## config.mk

```make
export PLATFORM = sky130hd
export DESIGN_NAME = run_controller
export DESIGN_NICKNAME = d
export VERILOG_FILES = /design/src/rtl/run_controller.sv
export SDC_FILE = /design/constraint.sdc
export NUM_CORES = 1
export LEC_CHECK = 0
export ABC_AREA = 1
export CORE_MARGIN = 4
export CORE_UTILIZATION = 50
export DETAILED_ROUTE_END_ITERATION = 12
export PLACE_DENSITY = 0.79
export RECOVER_POWER = 25
export SYNTH_ARGS = -nofsm -noshare
export SYNTH_HDL_FRONTEND = slang
export SYNTH_SLANG_ARGS = --single-unit
```

## constraint.sdc

```tcl
create_clock -name clk -period 5.7 [get_ports clk]
set_input_delay 1.14 -clock clk [delete_from_list [all_inputs] [get_ports clk]]
set_output_delay 1.14 -clock clk [all_outputs]
set_load 0.05 [all_outputs]
```

## src/rtl/run_controller.sv

```systemverilog
// Run sequencer for a scored test: clears the scoreboard, fills the DUT pipeline, runs N samples,
// then captures the scoreboard counters. Define RUN_CONTROLLER_COUNT_CHECK_EN to add o_count_err.
module run_controller #(
  parameter int unsigned CTR_WIDTH = 32,
  parameter int unsigned LAT_WIDTH = 8
) (
  input  logic                 clk,
  input  logic                 reset,
  input  logic                 i_start,
  input  logic                 i_abort,
  input  logic [CTR_WIDTH-1:0] i_num_samples,
  input  logic [LAT_WIDTH-1:0] i_latency,
  input  logic [31:0]          i_event_ctr,
  input  logic [31:0]          i_data_ctr,
  output logic                 o_stim_en,
  output logic                 o_sb_reset,
  output logic                 o_sb_freeze,
  output logic                 o_busy,
  output logic                 o_done,
  output logic [31:0]          o_event_result,
  output logic [31:0]          o_data_result
`ifdef RUN_CONTROLLER_COUNT_CHECK_EN
  ,
  output logic                 o_count_err
`endif
);

  // One counter serves both FILL and RUN, so it must hold the wider of the two settings.
  localparam int unsigned CntW = (CTR_WIDTH > LAT_WIDTH) ? CTR_WIDTH : LAT_WIDTH;

  typedef enum logic [2:0] {
    StIdle,
    StClear,
    StFill,
    StRun,
    StCapture,
    StDone
  } state_t;

  state_t               r_state, w_state_next;
  logic [CntW-1:0]      r_cnt, w_cnt_next;
  logic [CTR_WIDTH-1:0] r_samples;
  logic [LAT_WIDTH-1:0] r_latency;
  logic                 w_accept;
  logic                 w_capture;
  logic [CntW-1:0]      w_samples_ext;
  logic [CntW-1:0]      w_latency_ext;

  logic                 r_stim_en, r_sb_reset, r_sb_freeze, r_busy, r_done;
  logic                 w_stim_en_next, w_sb_reset_next, w_sb_freeze_next, w_busy_next;
  logic                 w_done_next;
  logic [31:0]          r_event_result, r_data_result;

  assign w_samples_ext = CntW'(r_samples);
  assign w_latency_ext = CntW'(r_latency);
  assign w_capture     = (r_state == StCapture) && !i_abort;

  always_comb begin
    w_state_next = r_state;
    w_cnt_next   = r_cnt;
    w_accept     = 1'b0;
    if (i_abort) begin
      w_state_next = StIdle;
      w_cnt_next   = '0;
    end else begin
      unique case (r_state)
        StIdle, StDone: begin
          if (i_start) begin
            w_state_next = StClear;
            w_accept     = 1'b1;
          end
        end
        StClear: begin
          if (r_latency != '0) begin
            w_state_next = StFill;
            w_cnt_next   = w_latency_ext;
          end else if (r_samples != '0) begin
            w_state_next = StRun;
            w_cnt_next   = w_samples_ext;
          end else begin
            w_state_next = StCapture;
          end
        end
        StFill: begin
          if (r_cnt > CntW'(1)) begin
            w_cnt_next = r_cnt - CntW'(1);
          end else if (r_samples != '0) begin
            w_state_next = StRun;
            w_cnt_next   = w_samples_ext;
          end else begin
            w_state_next = StCapture;
            w_cnt_next   = '0;
          end
        end
        StRun: begin
          if (r_cnt > CntW'(1)) begin
            w_cnt_next = r_cnt - CntW'(1);
          end else begin
            w_state_next = StCapture;
            w_cnt_next   = '0;
          end
        end
        StCapture: w_state_next = StDone;
        default:   w_state_next = StIdle;
      endcase
    end
  end

  // Outputs are decoded from the next state so they register alongside it.
  always_comb begin
    w_stim_en_next   = (w_state_next == StFill) || (w_state_next == StRun);
    w_sb_reset_next  = (w_state_next == StClear);
    w_sb_freeze_next = (w_state_next != StRun);
    w_busy_next      = (w_state_next == StClear) || (w_state_next == StFill) ||
                       (w_state_next == StRun) || (w_state_next == StCapture);
    w_done_next      = (w_state_next == StDone);
  end

  always_ff @(posedge clk or posedge reset) begin
    if (reset) begin
      r_state        <= StIdle;
      r_cnt          <= '0;
      r_samples      <= '0;
      r_latency      <= '0;
      r_stim_en      <= 1'b0;
      r_sb_reset     <= 1'b0;
      r_sb_freeze    <= 1'b1;
      r_busy         <= 1'b0;
      r_done         <= 1'b0;
      r_event_result <= '0;
      r_data_result  <= '0;
    end else begin
      r_state     <= w_state_next;
      r_cnt       <= w_cnt_next;
      r_stim_en   <= w_stim_en_next;
      r_sb_reset  <= w_sb_reset_next;
      r_sb_freeze <= w_sb_freeze_next;
      r_busy      <= w_busy_next;
      r_done      <= w_done_next;
      if (w_accept) begin
        r_samples <= i_num_samples;
        r_latency <= i_latency;
      end
      if (w_capture) begin
        r_event_result <= i_event_ctr;
        r_data_result  <= i_data_ctr;
      end
    end
  end

  assign o_stim_en      = r_stim_en;
  assign o_sb_reset     = r_sb_reset;
  assign o_sb_freeze    = r_sb_freeze;
  assign o_busy         = r_busy;
  assign o_done         = r_done;
  assign o_event_result = r_event_result;
  assign o_data_result  = r_data_result;

`ifdef RUN_CONTROLLER_COUNT_CHECK_EN
  localparam int unsigned CmpW = (CTR_WIDTH > 32) ? CTR_WIDTH : 32;

  logic r_count_err;
  logic w_count_mismatch;

  assign w_count_mismatch = CmpW'(i_data_ctr) != CmpW'(r_samples);

  always_ff @(posedge clk or posedge reset) begin
    if (reset) begin
      r_count_err <= 1'b0;
    end else if (w_accept || i_abort) begin
      r_count_err <= 1'b0;
    end else if (w_capture) begin
      r_count_err <= w_count_mismatch;
    end
  end

  assign o_count_err = r_count_err;
`endif

endmodule

```

# --- After elaboration in Yosys (flattened, before gate mapping) ---
# Cells that the tools add are included.
word_totals:
  regBits: 144
  inputBits: 108
  wordCells: 54
classes:
  addsub: 1
  magnitude_cmp: 1
  eq_ne: 12
  mux: 17
  n_reduce_logical: 12
ops:
  columns: ["op", "n"]
  rows:
  - ["$mux W32", 6]
  - ["$pmux W32 S3", 1]
  - ["$gt A32 B1 Y1 const B", 1]
  - ["$reduce_bool A32 Y1", 1]
  - ["$sub A32 B1 Y32 const B", 1]
  - ["$mux W3", 6]
  - ["$pmux W3 S5", 1]
  - ["$eq A3 B2 Y1 const B", 4]
  - ["$eq A3 B3 Y1 const B", 4]
  - ["$reduce_bool A8 Y1", 1]
  - ["$eq A3 B1 Y1 const B", 2]
  - ["$logic_or A1 B1 Y1", 4]
  - ["$ne A4 B4 Y1 const B", 1]
  - ["$reduce_bool A4 Y1", 1]
  - ["$logic_not A3 Y1", 1]
  - ["$mux W1", 3]
  - ["$ne A3 B2 Y1 const B", 1]
  - ["$reduce_and A2 Y1", 1]
  - ["$reduce_or A2 Y1", 1]
  - ["$logic_and A1 B1 Y1", 1]
  - ["$logic_not A1 Y1", 1]

# --- Depth between registers and ports, before layout ---
# Gate-level depths: netlist of the first run.
depth:
  word_depth: 9
  mapped_depth: 14
  mapped_depth_nobuf: 14

# --- Worst setup path after synthesis of the first run ---
# No wires, ideal clock.
synth_timing:
  path_kind: "input-to-reg"
  startpoint: "in i_abort"
  endpoint: "reg r_event_result[10], in the netlist o_event_result[10]"
  setup_time_ps: 128
  arrival_time_ps: 2056
  slack_ps: 3517
  path_stages: 4
  cell_sequence: "inv_2 -> nand3_1 -> buf_2 -> mux2_1"
synth_between:
  elab_chain_cells: 2
synth_lines:
  columns: ["item", "line", "text"]
  rows:
  - ["start: declaration", "10", "input logic i_abort,"]
  - ["$logic_not A1 Y1", "56", "assign w_capture = (r_state == StCapture) && !i_abort;"]
  - ["$logic_and A1 B1 Y1", "56", null]
  - ["end signal: assignment", "145", "r_event_result <= i_event_ctr;"]
  - ["end: declaration", "52", "logic [31:0] r_event_result, r_data_result;"]
# Every way passes these cells.
# A chain may end at the register's enable or synchronous reset.

==> impl_metrics.xml, run 1 <==
<?xml version="1.0" encoding="UTF-8"?>
<metrics>
  <group name="outcome">
    <metric name="outcome" unit="">finished with violations</metric>
    <metric name="failing_checks" unit="">capacitance limit, slew limit</metric>
  </group>
  <group name="sta">
    <metric name="worst_pin_slew" unit="ns">2.49</metric>
    <metric name="skew" unit="ns">0.0105</metric>
    <metric name="worst_slew_margin_rel" unit="%">-66.2</metric>
    <metric name="setup_total_neg_slack" unit="ns">0</metric>
    <metric name="timing_hold_violations_final" unit="">0</metric>
    <metric name="setup_viol" unit="">0</metric>
    <metric name="post-route-period-util" unit="%">59.1</metric>
    <metric name="finalMaxSlewViolations" unit="">117</metric>
    <metric name="setup_slack" unit="ns">2.33</metric>
    <metric name="final_period_minus_worst_setup_slack" unit="ns">3.37</metric>
    <metric name="clock.fmax" unit="GHz">0.297</metric>
    <metric name="setup_repair_after_global_routing_missed_its_margin" unit="">false</metric>
  </group>
  <group name="clocking">
    <metric name="cts.sinks" unit="">144</metric>
    <metric name="htree_levels" unit="">4</metric>
    <metric name="path_clk_slew" unit="ns">0.06</metric>
    <metric name="postCtsSetupBuffers" unit="">0</metric>
    <metric name="clock_tree.buffer_depth" unit="">2</metric>
    <metric name="quantity_of_hold_fixing_buffers_added_after_cts" unit="">0</metric>
    <metric name="tritoncts.num_buffers" unit="">17</metric>
    <metric name="clkLatencyLatePin" unit="ns">0.43</metric>
    <metric name="cts_resized" unit="">0</metric>
    <metric name="cts_root_buf" unit="">sky130_fd_sc_hd__clkbuf_16</metric>
    <metric name="tritoncts_clock_tree" unit="">yes</metric>
  </group>
  <group name="worst_setup_path">
    <metric name="crit_buf_inv" unit="">3</metric>
    <metric name="crit_required" unit="ns">6.27</metric>
    <metric name="worstSetupPathType" unit="">primary input to async pin</metric>
    <metric name="critical_path.cell_chain" unit="">dlygate4sd3_1 &gt; clkinvlp_4 &gt; buf_4</metric>
    <metric name="critPathLaunchType" unit="">primary input</metric>
    <metric name="critPathMaxStageDelay" unit="ns">1.57</metric>
    <metric name="critPathTopFamily" unit="">buffers and inverters</metric>
    <metric name="worst_path_max_delay_cell" unit="">sky130_fd_sc_hd__clkinvlp_4</metric>
    <metric name="worst-path-max-fanout" unit="">116</metric>
    <metric name="worst_setup_path_end_kind" unit="">async pin</metric>
    <metric name="worst_ep_arrival_time" unit="ns">3.94</metric>
  </group>
  <group name="die">
    <metric name="core-area" unit="mm^2">0.0141</metric>
    <metric name="chipWidth" unit="um">129</metric>
    <metric name="initial_utilization" unit="%">51.9</metric>
    <metric name="io_pins" unit="">177</metric>
    <metric name="dieArea" unit="mm^2">0.0166</metric>
    <metric name="chipHeight" unit="um">129</metric>
    <metric name="placement_rows" unit="">43</metric>
  </group>
  <group name="final_layout">
    <metric name="area_growth" unit="%">34.0</metric>
    <metric name="num-nets-final" unit="">1150</metric>
    <metric name="post_route_cells_drive_above_1_share" unit="%">10.1</metric>
    <metric name="n_antenna_cell" unit="">0</metric>
    <metric name="final_cell_area" unit="mm^2">0.00980</metric>
    <metric name="finish.cell_count_without_fillers" unit="">1233</metric>
    <metric name="fillers" unit="">1143</metric>
  </group>
  <group name="placement">
    <metric name="placement.io_buffers" unit="">176</metric>
    <metric name="place.detailed.hpwl" unit="mm">13.8</metric>
    <metric name="routabilityCongestion" unit="">0.890</metric>
    <metric name="total_placed_cells_including_tap_cells" unit="">1201</metric>
    <metric name="place_area" unit="mm^2">0.00917</metric>
    <metric name="dpl_worst_slack" unit="ns">2.16</metric>
  </group>
  <group name="routing">
    <metric name="drc" unit="">0</metric>
    <metric name="routedWlPerCell" unit="um">15.7</metric>
    <metric name="first_drt_pass_iteration_count" unit="">5</metric>
    <metric name="route.vias.total" unit="">6351</metric>
    <metric name="post_drt_via_cell_ratio" unit="">5.15</metric>
    <metric name="detailedRoute.firstIterationViolations" unit="">463</metric>
    <metric name="postRouteWirelength" unit="mm">19.3</metric>
    <metric name="final_antenna_net_count" unit="">0</metric>
  </group>
  <group name="grt">
    <metric name="grt_start_max_net_pins" unit="">117</metric>
    <metric name="grt_first_pass_wirelength" unit="mm">31.2</metric>
    <metric name="grt_util_all_layers" unit="%">23.9</metric>
    <metric name="grt_antenna_before_repair" unit="">0</metric>
    <metric name="number_of_global_route_vias_before_repair" unit="">6265</metric>
    <metric name="grt_overflow" unit="">0</metric>
  </group>
  <group name="logic_synthesis">
    <metric name="synth_nets" unit="">982</metric>
    <metric name="avgSynthCellArea" unit="um^2">8.39</metric>
    <metric name="netlist_top_cells_count" unit="">sky130_fd_sc_hd__nand2_1 (281), sky130_fd_sc_hd__dfrtp_1 (143), sky130_fd_sc_hd__nor2_1 (94)</metric>
    <metric name="edff_count_synth" unit="">0</metric>
    <metric name="synthCells" unit="">872</metric>
    <metric name="yosysTopAreaCell" unit="">sky130_fd_sc_hd__dfrtp_1</metric>
    <metric name="synth-async-reset-ratio" unit="%">100</metric>
    <metric name="synth.area.top_cells" unit="">sky130_fd_sc_hd__dfrtp_1 (49%), sky130_fd_sc_hd__nand2_1 (14%), sky130_fd_sc_hd__mux2_1 (6.2%)</metric>
    <metric name="ys_warn_count" unit="">0</metric>
    <metric name="ys_seq_area_share" unit="%">49.3</metric>
    <metric name="netlist_area" unit="mm^2">0.00732</metric>
    <metric name="yosysTopAreaCellShare" unit="%">48.9</metric>
    <metric name="post-synth-top-count-cell" unit="">sky130_fd_sc_hd__nand2_1</metric>
    <metric name="yosys_most_used_dff" unit="">sky130_fd_sc_hd__dfrtp_1</metric>
    <metric name="synth_cell_type_count" unit="">37</metric>
    <metric name="synth_seq_cells" unit="">144</metric>
  </group>
  <group name="flow_run">
    <metric name="drv_cap" unit="">1</metric>
  </group>
  <group name="min_path">
    <metric name="hp-class" unit="">flip-flop to flip-flop</metric>
  </group>
  <group name="power_and_ir_drop">
    <metric name="power-per-cell-area" unit="mW/mm^2">611</metric>
    <metric name="worst_supply_voltage_drop_on_vdd" unit="V">0.000322</metric>
    <metric name="cell_leakage_power" unit="uW">0.00479</metric>
  </group>
</metrics>
cell usage in the layout, fill, tap and decap left out, types with 24 or more instances in the layout:
cell type,n
sky130_fd_sc_hd__nand2_1,282
sky130_fd_sc_hd__clkdlybuf4s50_1,175
sky130_fd_sc_hd__dfrtp_1,143
sky130_fd_sc_hd__nor2_1,94
sky130_fd_sc_hd__inv_1,61
sky130_fd_sc_hd__mux2_1,40
sky130_fd_sc_hd__o21ai_1,34
sky130_fd_sc_hd__o21ai_0,31
sky130_fd_sc_hd__nand3_1,28
sky130_fd_sc_hd__a21oi_1,24
sky130_fd_sc_hd__mux2_2,24
worst min-delay path, stage by stage (launching register included):
cell,delay [ns]
sky130_fd_sc_hd__dfrtp_1,0.34
sky130_fd_sc_hd__nand2_1,0.05
sky130_fd_sc_hd__nand2_1,0.05
state kept, by name, summed over array words and instances, names as in the netlist, 3 cells and up:
| signal | flops |
|---|---|
| o_data_result | 32 |
| r_latency | 8 |
| r_samples | 32 |
| r_cnt | 32 |
| o_event_result | 32 |
| r_state | 3 |
final cells by class:
cell class                 instances  area (um^2)  area share [%]
tap                              180          225            2.30
inverter                          78          297            3.02
clock buffer                      19          453            4.62
timing repair buffer             179         1780            18.2
sequential                       144         3600            36.8
clock inverter                    13          184            1.88
multi-input combinational        620         3260            33.2
logic make-up (layout without fill, tap and decap cells):
logic type	Yosys count	count (layout)	synth area share (%)
xor+xnor	14	14	1.68
simple gates	443	443	25.6
mux	64	64	9.85
buf+inv	108	289	6.28
flops	144	144	49.3
fa+ha+maj	2	2	0.342
compound gates	97	97	6.98
path summary, 6_finish.rpt:
path,from,end,slack [ns],cells after the start
setup reg to reg,r_latency[0],r_cnt[5],2.70,10
setup / recovery,reset,o_event_result[18],2.33,3
hold reg to reg,r_cnt[1],r_cnt[1],0.48,2
min in group asynchronous,reset,o_data_result[30],1.98,2
hold / removal,r_cnt[1],r_cnt[1],0.48,2
max in group clk,i_abort,o_event_result[12],2.62,5
metal layers:
metal	track usage [%]	wire length [um]	share of wire [%]
met5	0	0	0
met4	9.08	470	2.4
met3	5.98	1190	6.2
met2	40.2	9710	50
met1	29.6	7960	41
report_power, final:
part	switching [uW]	internal [uW]
Clock	439	755
Sequential	308	1410
Combinational	2030	1050
Total	2780	3210
per-stage QoR:
step	total power [uW]	hold slack, ns	util (%)
2_1_floorplan	3940	0.449	-
3_5_place_dp	4800	0.471	65.1
3_3_place_gp	4730	0.464	65.1
5_1_grt	6410	0.502	69.5
4_1_cts	6020	0.486	69.6
6_report	5990	0.477	69.5
Note: power is estimated with default switching activity, not from simulation.
==> run 2: changes to the inputs <==
clock period = 3.4 ns   (was 5.7 ns; I/O delays follow)
==> run 2 against run 1 <==
  * The run still ends with capacitance limit, slew limit left
  * Count of clock-buffer cells in the layout stayed put
  * Clock skew increased by 0.0016 ns
  * Register-to-register slack worse by 1.8 ns
  * Flip-flop and latch count stayed put
  * Critical path depth is the same
  * Worst setup slack lost 1.6 ns
  * Via count about the same
  * Cell count is essentially flat
  * Global-route usage decreased by 0.28 points
  * Sequential power is 67% higher
  * Die area is the same
  * Largest power group unchanged
==> impl_metrics.xml, run 2 (synthesis results as in run 1) <==
<?xml version="1.0" encoding="UTF-8"?>
<metrics>
  <group name="sta">
    <metric name="skew" unit="ns">0.0121</metric>
    <metric name="timing_hold_violations_final" unit="">0</metric>
    <metric name="worst_slew_margin_rel" unit="%">-31.3</metric>
    <metric name="final_period_minus_worst_setup_slack" unit="ns">2.71</metric>
    <metric name="setup_viol" unit="">0</metric>
    <metric name="worst_pin_slew" unit="ns">1.97</metric>
    <metric name="post-route-period-util" unit="%">79.7</metric>
    <metric name="finalMaxSlewViolations" unit="">145</metric>
    <metric name="setup_total_neg_slack" unit="ns">0</metric>
    <metric name="timing.hold.ws" unit="ns">0.487</metric>
    <metric name="setup_repair_after_global_routing_missed_its_margin" unit="">false</metric>
    <metric name="clock.fmax" unit="GHz">0.369</metric>
  </group>
  <group name="clocking">
    <metric name="postCtsSetupBuffers" unit="">0</metric>
    <metric name="htree_levels" unit="">4</metric>
    <metric name="tritoncts.num_buffers" unit="">17</metric>
    <metric name="cts.sinks" unit="">144</metric>
    <metric name="clock_tree.buffer_depth" unit="">2</metric>
    <metric name="quantity_of_hold_fixing_buffers_added_after_cts" unit="">0</metric>
    <metric name="tritoncts_clock_tree" unit="">yes</metric>
    <metric name="clkLatencyLatePin" unit="ns">0.42</metric>
    <metric name="path_clk_slew" unit="ns">0.06</metric>
    <metric name="cts_resized" unit="">0</metric>
    <metric name="cts_root_buf" unit="">sky130_fd_sc_hd__clkbuf_16</metric>
  </group>
  <group name="die">
    <metric name="dieArea" unit="mm^2">0.0166</metric>
    <metric name="chipWidth" unit="um">129</metric>
    <metric name="initial_utilization" unit="%">51.9</metric>
    <metric name="io_pins" unit="">177</metric>
    <metric name="placement_rows" unit="">43</metric>
    <metric name="chipHeight" unit="um">129</metric>
    <metric name="core-area" unit="mm^2">0.0141</metric>
  </group>
  <group name="power_and_ir_drop">
    <metric name="power.share.clock" unit="%">18.3</metric>
    <metric name="cell_leakage_power" unit="uW">0.00478</metric>
    <metric name="comb_power_share" unit="%">52.5</metric>
    <metric name="seq_power_share" unit="%">29.2</metric>
    <metric name="power-per-cell-area" unit="mW/mm^2">1010</metric>
    <metric name="p_int" unit="uW">5240</metric>
    <metric name="worst_supply_voltage_drop_on_vdd" unit="V">0.000558</metric>
    <metric name="power_switching_share" unit="%">47.0</metric>
    <metric name="power.switching" unit="uW">4640</metric>
  </group>
  <group name="final_layout">
    <metric name="total_area_of_multi_input_combinational_cells" unit="mm^2">0.00326</metric>
    <metric name="most-common-layout-cells" unit="">sky130_fd_sc_hd__nand2_1 (281), sky130_fd_sc_hd__clkdlybuf4s50_1 (175), sky130_fd_sc_hd__dfrtp_1 (143)</metric>
    <metric name="final_common_cell" unit="">sky130_fd_sc_hd__nand2_1</metric>
    <metric name="post_route_cells_drive_above_1_share" unit="%">10.2</metric>
    <metric name="sequential_cell_area" unit="mm^2">0.00360</metric>
    <metric name="area_growth" unit="%">33.6</metric>
    <metric name="fillers" unit="">1146</metric>
    <metric name="finish.cell_count_without_fillers" unit="">1234</metric>
    <metric name="n_antenna_cell" unit="">0</metric>
    <metric name="num-nets-final" unit="">1153</metric>
  </group>
  <group name="grt">
    <metric name="grt_antenna_before_repair" unit="">0</metric>
    <metric name="number_of_global_route_vias_before_repair" unit="">6187</metric>
    <metric name="grt_first_pass_wirelength" unit="mm">30.7</metric>
    <metric name="grt_start_max_net_pins" unit="">145</metric>
    <metric name="grt_overflow" unit="">0</metric>
    <metric name="grt_util_all_layers" unit="%">23.6</metric>
  </group>
  <group name="worst_setup_path">
    <metric name="worst_setup_path_end_kind" unit="">async pin</metric>
    <metric name="worst-path-max-fanout" unit="">144</metric>
    <metric name="critPathLaunchType" unit="">primary input</metric>
    <metric name="worstSetupPathType" unit="">primary input to async pin</metric>
    <metric name="crit_required" unit="ns">3.54</metric>
    <metric name="worst_ep_arrival_time" unit="ns">2.85</metric>
  </group>
  <group name="routing">
    <metric name="first_drt_pass_iteration_count" unit="">5</metric>
    <metric name="route.vias.total" unit="">6349</metric>
    <metric name="drc" unit="">0</metric>
    <metric name="detailedRoute.firstIterationViolations" unit="">377</metric>
    <metric name="postRouteWirelength" unit="mm">19.3</metric>
    <metric name="post_drt_via_cell_ratio" unit="">5.15</metric>
    <metric name="final_antenna_net_count" unit="">0</metric>
    <metric name="routedWlPerCell" unit="um">15.6</metric>
  </group>
  <group name="outcome">
    <metric name="failing_checks" unit="">capacitance limit, slew limit</metric>
    <metric name="outcome" unit="">finished with violations</metric>
  </group>
  <group name="placement">
    <metric name="place.detailed.hpwl" unit="mm">13.5</metric>
    <metric name="placement.io_buffers" unit="">176</metric>
    <metric name="total_placed_cells_including_tap_cells" unit="">1204</metric>
    <metric name="routabilityCongestion" unit="">0.902</metric>
  </group>
  <group name="flow_run">
    <metric name="drv_cap" unit="">1</metric>
  </group>
  <group name="min_path">
    <metric name="hp-class" unit="">flip-flop to flip-flop</metric>
  </group>
</metrics>
-- run 2: critical path, stage by stage --
cell and delay (ns):
sky130_fd_sc_hd__dlygate4sd3_1 0.57, sky130_fd_sc_hd__clkinvlp_4 0.07, sky130_fd_sc_hd__clkbuf_4 1.37
-- run 2: final cells by class --
type	count	area share, %
repair buffers	182	18.6
well taps	180	2.30
flip-flops and latches	144	36.9
multi-input cells	620	33.3
clock buffers	19	4.63
clock inverters	11	1.19
inverters	78	3.03
-- run 2: power groups by stage --
stage / clock network [uW] / logic [uW] / registers [uW]
2_1_floorplan: 0 / 2800 / 3810
3_3_place_gp: 0 / 5080 / 2870
3_5_place_dp: 0 / 5160 / 2880
4_1_cts: 1840 / 5200 / 2870
5_1_grt: 1930 / 5700 / 2960
6_report: 1810 / 5190 / 2880
-- run 2: worst paths after layout --
kind	from	end	slack, ns	cells past startpoint
max	reset	r_cnt[1]	0.69	3
max reg2reg	r_state[2]	r_cnt[19]	0.90	9
min in group asynchronous	reset	o_event_result[13]	1.44	3
max in group clk	r_state[2]	r_cnt[19]	0.90	9
min	o_event_result[22]	o_event_result[22]	0.49	1
min reg2reg	o_event_result[22]	o_event_result[22]	0.49	1
-- run 2: metrics by stage --
| stage | area, um^2 | setup WS (ns) | total power (uW) | util, % |
|---|---|---|---|---|
| 2_1_floorplan | 7320 | 0.916 | 6610 | - |
| 3_3_place_gp | 9220 | 0.808 | 7950 | 65.4 |
| 3_5_place_dp | 9220 | 0.777 | 8040 | 65.4 |
| 4_1_cts | 9790 | 0.934 | 9910 | 69.4 |
| 5_1_grt | 9770 | 0.344 | 10600 | 69.3 |
| 6_report | 9770 | 0.690 | 9880 | 69.3 |
-- run 2: per-layer routing --
metal | routed length [um] | share of wire [%] | vias up | global-route usage, %
li1 | - | - | 3107 | -
met1 | 7840 | 41 | 2985 | 29.4
met2 | 9720 | 50 | 219 | 39.3
met3 | 1190 | 6.2 | 38 | 5.77
met4 | 533 | 2.8 | 0 | 9.82
met5 | 0 | 0 | - | 0
==> run 3: changes to the inputs <==
clock period = 2.7 ns   (was 3.4 ns; I/O delays follow)
==> run 3 against run 2 <==
  * The flow now finishes without violations
  * Count of clock-buffer cells in the layout is the same
  * First-iteration DRC count increased by 21%
  * Clock power is 29% higher
  * Critical endpoint is now o_sb_freeze
  * Largest power group unchanged
==> impl_metrics.xml, run 3 (synthesis results as in run 1) <==
<?xml version="1.0" encoding="UTF-8"?>
<metrics>
  <group name="clocking">
    <metric name="cts.sinks" unit="">144</metric>
    <metric name="clock_tree.buffer_depth" unit="">2</metric>
    <metric name="path_clk_slew" unit="ns">0.06</metric>
    <metric name="cts_resized" unit="">0</metric>
    <metric name="htree_levels" unit="">4</metric>
    <metric name="cts_root_buf" unit="">sky130_fd_sc_hd__clkbuf_16</metric>
    <metric name="quantity_of_hold_fixing_buffers_added_after_cts" unit="">0</metric>
    <metric name="tritoncts_clock_tree" unit="">yes</metric>
    <metric name="postCtsSetupBuffers" unit="">0</metric>
    <metric name="tritoncts.num_buffers" unit="">17</metric>
    <metric name="clkLatencyLatePin" unit="ns">0.42</metric>
  </group>
  <group name="final_layout">
    <metric name="post_route_cells_drive_above_1_share" unit="%">10.7</metric>
    <metric name="fillers" unit="">1130</metric>
    <metric name="area_growth" unit="%">34.3</metric>
    <metric name="n_antenna_cell" unit="">0</metric>
    <metric name="final_cell_area" unit="mm^2">0.00983</metric>
    <metric name="final_common_cell" unit="">sky130_fd_sc_hd__nand2_1</metric>
    <metric name="total_area_of_multi_input_combinational_cells" unit="mm^2">0.00326</metric>
    <metric name="most-common-layout-cells" unit="">sky130_fd_sc_hd__nand2_1 (281), sky130_fd_sc_hd__clkdlybuf4s50_1 (175), sky130_fd_sc_hd__dfrtp_1 (143)</metric>
    <metric name="num-nets-final" unit="">1156</metric>
    <metric name="finish.cell_count_without_fillers" unit="">1239</metric>
    <metric name="sequential_cell_area" unit="mm^2">0.00360</metric>
  </group>
  <group name="min_path">
    <metric name="hp-class" unit="">flip-flop to flip-flop</metric>
    <metric name="hold_depth" unit="">1</metric>
    <metric name="timing.hold.worst.start" unit="">o_event_result[16]</metric>
  </group>
  <group name="power_and_ir_drop">
    <metric name="power.switching" unit="uW">5920</metric>
    <metric name="cell_leakage_power" unit="uW">0.00481</metric>
    <metric name="p_int" unit="uW">6640</metric>
    <metric name="power.share.clock" unit="%">18.6</metric>
    <metric name="comb_power_share" unit="%">52.6</metric>
    <metric name="power.total" unit="uW">12600</metric>
    <metric name="power_switching_share" unit="%">47.1</metric>
    <metric name="power-per-cell-area" unit="mW/mm^2">1280</metric>
    <metric name="worst_supply_voltage_drop_on_vdd" unit="V">0.000825</metric>
    <metric name="seq_power_share" unit="%">28.9</metric>
  </group>
  <group name="worst_setup_path">
    <metric name="critPathLaunchType" unit="">flip-flop</metric>
    <metric name="crit_buf_inv" unit="">1</metric>
    <metric name="critPathMaxStageDelay" unit="ns">0.82</metric>
    <metric name="crit_required" unit="ns">2.16</metric>
    <metric name="worst_ep_arrival_time" unit="ns">1.75</metric>
    <metric name="critPathTopFamily" unit="">buffers and inverters</metric>
    <metric name="timing.critical_path.from" unit="">o_sb_freeze</metric>
    <metric name="reg2reg_from" unit="">r_cnt[0]</metric>
    <metric name="r2r_cells" unit="">12</metric>
    <metric name="worst_setup_path_end_kind" unit="">primary output</metric>
    <metric name="worstSetupPathType" unit="">flip-flop to primary output</metric>
    <metric name="cp_num_cells" unit="">1</metric>
    <metric name="worst_path_max_delay_cell" unit="">sky130_fd_sc_hd__clkdlybuf4s50_1</metric>
    <metric name="critical_path.cell_chain" unit="">clkdlybuf4s50_1</metric>
    <metric name="worst-path-max-fanout" unit="">1</metric>
  </group>
  <group name="sta">
    <metric name="setup_total_neg_slack" unit="ns">0</metric>
    <metric name="setup_repair_after_global_routing_missed_its_margin" unit="">false</metric>
    <metric name="worst_slew_margin_rel" unit="%">20.4</metric>
    <metric name="clock.fmax" unit="GHz">0.437</metric>
    <metric name="setup_viol" unit="">0</metric>
    <metric name="skew" unit="ns">0.00807</metric>
    <metric name="finalMaxSlewViolations" unit="">0</metric>
    <metric name="final_period_minus_worst_setup_slack" unit="ns">2.29</metric>
    <metric name="timing_hold_violations_final" unit="">0</metric>
    <metric name="worst_pin_slew" unit="ns">1.19</metric>
    <metric name="post-route-period-util" unit="%">84.8</metric>
  </group>
  <group name="die">
    <metric name="core-area" unit="mm^2">0.0141</metric>
    <metric name="initial_utilization" unit="%">51.9</metric>
    <metric name="placement_rows" unit="">43</metric>
    <metric name="chipHeight" unit="um">129</metric>
    <metric name="dieArea" unit="mm^2">0.0166</metric>
    <metric name="chipWidth" unit="um">129</metric>
    <metric name="io_pins" unit="">177</metric>
  </group>
  <group name="routing">
    <metric name="detailedRoute.firstIterationViolations" unit="">455</metric>
    <metric name="route.vias.total" unit="">6370</metric>
    <metric name="first_drt_pass_iteration_count" unit="">5</metric>
    <metric name="post_drt_via_cell_ratio" unit="">5.14</metric>
    <metric name="postRouteWirelength" unit="mm">19.4</metric>
    <metric name="drc" unit="">0</metric>
    <metric name="routedWlPerCell" unit="um">15.7</metric>
    <metric name="final_antenna_net_count" unit="">0</metric>
  </group>
  <group name="placement">
    <metric name="placement.io_buffers" unit="">176</metric>
    <metric name="place_area" unit="mm^2">0.00925</metric>
    <metric name="place.detailed.hpwl" unit="mm">13.9</metric>
    <metric name="routabilityCongestion" unit="">0.924</metric>
    <metric name="total_placed_cells_including_tap_cells" unit="">1207</metric>
  </group>
  <group name="outcome">
    <metric name="outcome" unit="">complete, no violations</metric>
  </group>
  <group name="grt">
    <metric name="grt_util_all_layers" unit="%">23.7</metric>
    <metric name="grt_start_max_net_pins" unit="">90</metric>
    <metric name="number_of_global_route_vias_before_repair" unit="">6332</metric>
    <metric name="grt_first_pass_wirelength" unit="mm">31.1</metric>
    <metric name="grt_overflow" unit="">0</metric>
    <metric name="grt_antenna_before_repair" unit="">0</metric>
  </group>
  <group name="flow_run">
    <metric name="drv_cap" unit="">0</metric>
  </group>
</metrics>
-- run 3: path summary, 6_finish.rpt --
kind | end | slack, ns
min reg2reg | o_event_result[16] | 0.49
max in group asynchronous | r_cnt[10] | 0.90
min | o_event_result[16] | 0.49
max | o_sb_freeze | 0.41
max reg2reg | r_cnt[10] | 0.44
min in group asynchronous | o_event_result[9] | 0.84
-- run 3: through the flow --
stage | util [%] | hold slack [ns] | setup slack (ns)
after floorplan | - | 0.449 | 0.356
after global placement | 65.6 | 0.465 | 0.541
after detailed placement | 65.6 | 0.479 | 0.479
after CTS | 69.8 | 0.493 | 0.396
after global routing | 69.7 | 0.504 | 0.208
final | 69.7 | 0.488 | 0.411
-- run 3: per-layer routing --
metal	GRT usage (%)	wire, um	vias to the layer above
met3	5.85	1070	34
met1	30.4	8190	3041
met2	39.8	9830	175
li1	-	-	3120
met4	7.23	344	0
met5	0	0	-
-- run 3: power groups by stage --
stage                     sequential, uW  clock (uW)  combinational, uW
after floorplan                     4790           0               3530
after global placement              3600           0               6460
after detailed placement            3630           0               6560
after CTS                           3610        2350               6620
after global routing                3730        2470               7210
final                               3620        2330               6600
-- run 3: layout make-up --
cell class / instances / share of cell area (%)
clock buffer: 19 / 4.61
clock inverter: 13 / 1.38
inverter: 78 / 3.02
multi-input combinational: 620 / 33.2
sequential: 144 / 36.7
tap: 180 / 2.29
timing repair buffer: 185 / 18.9
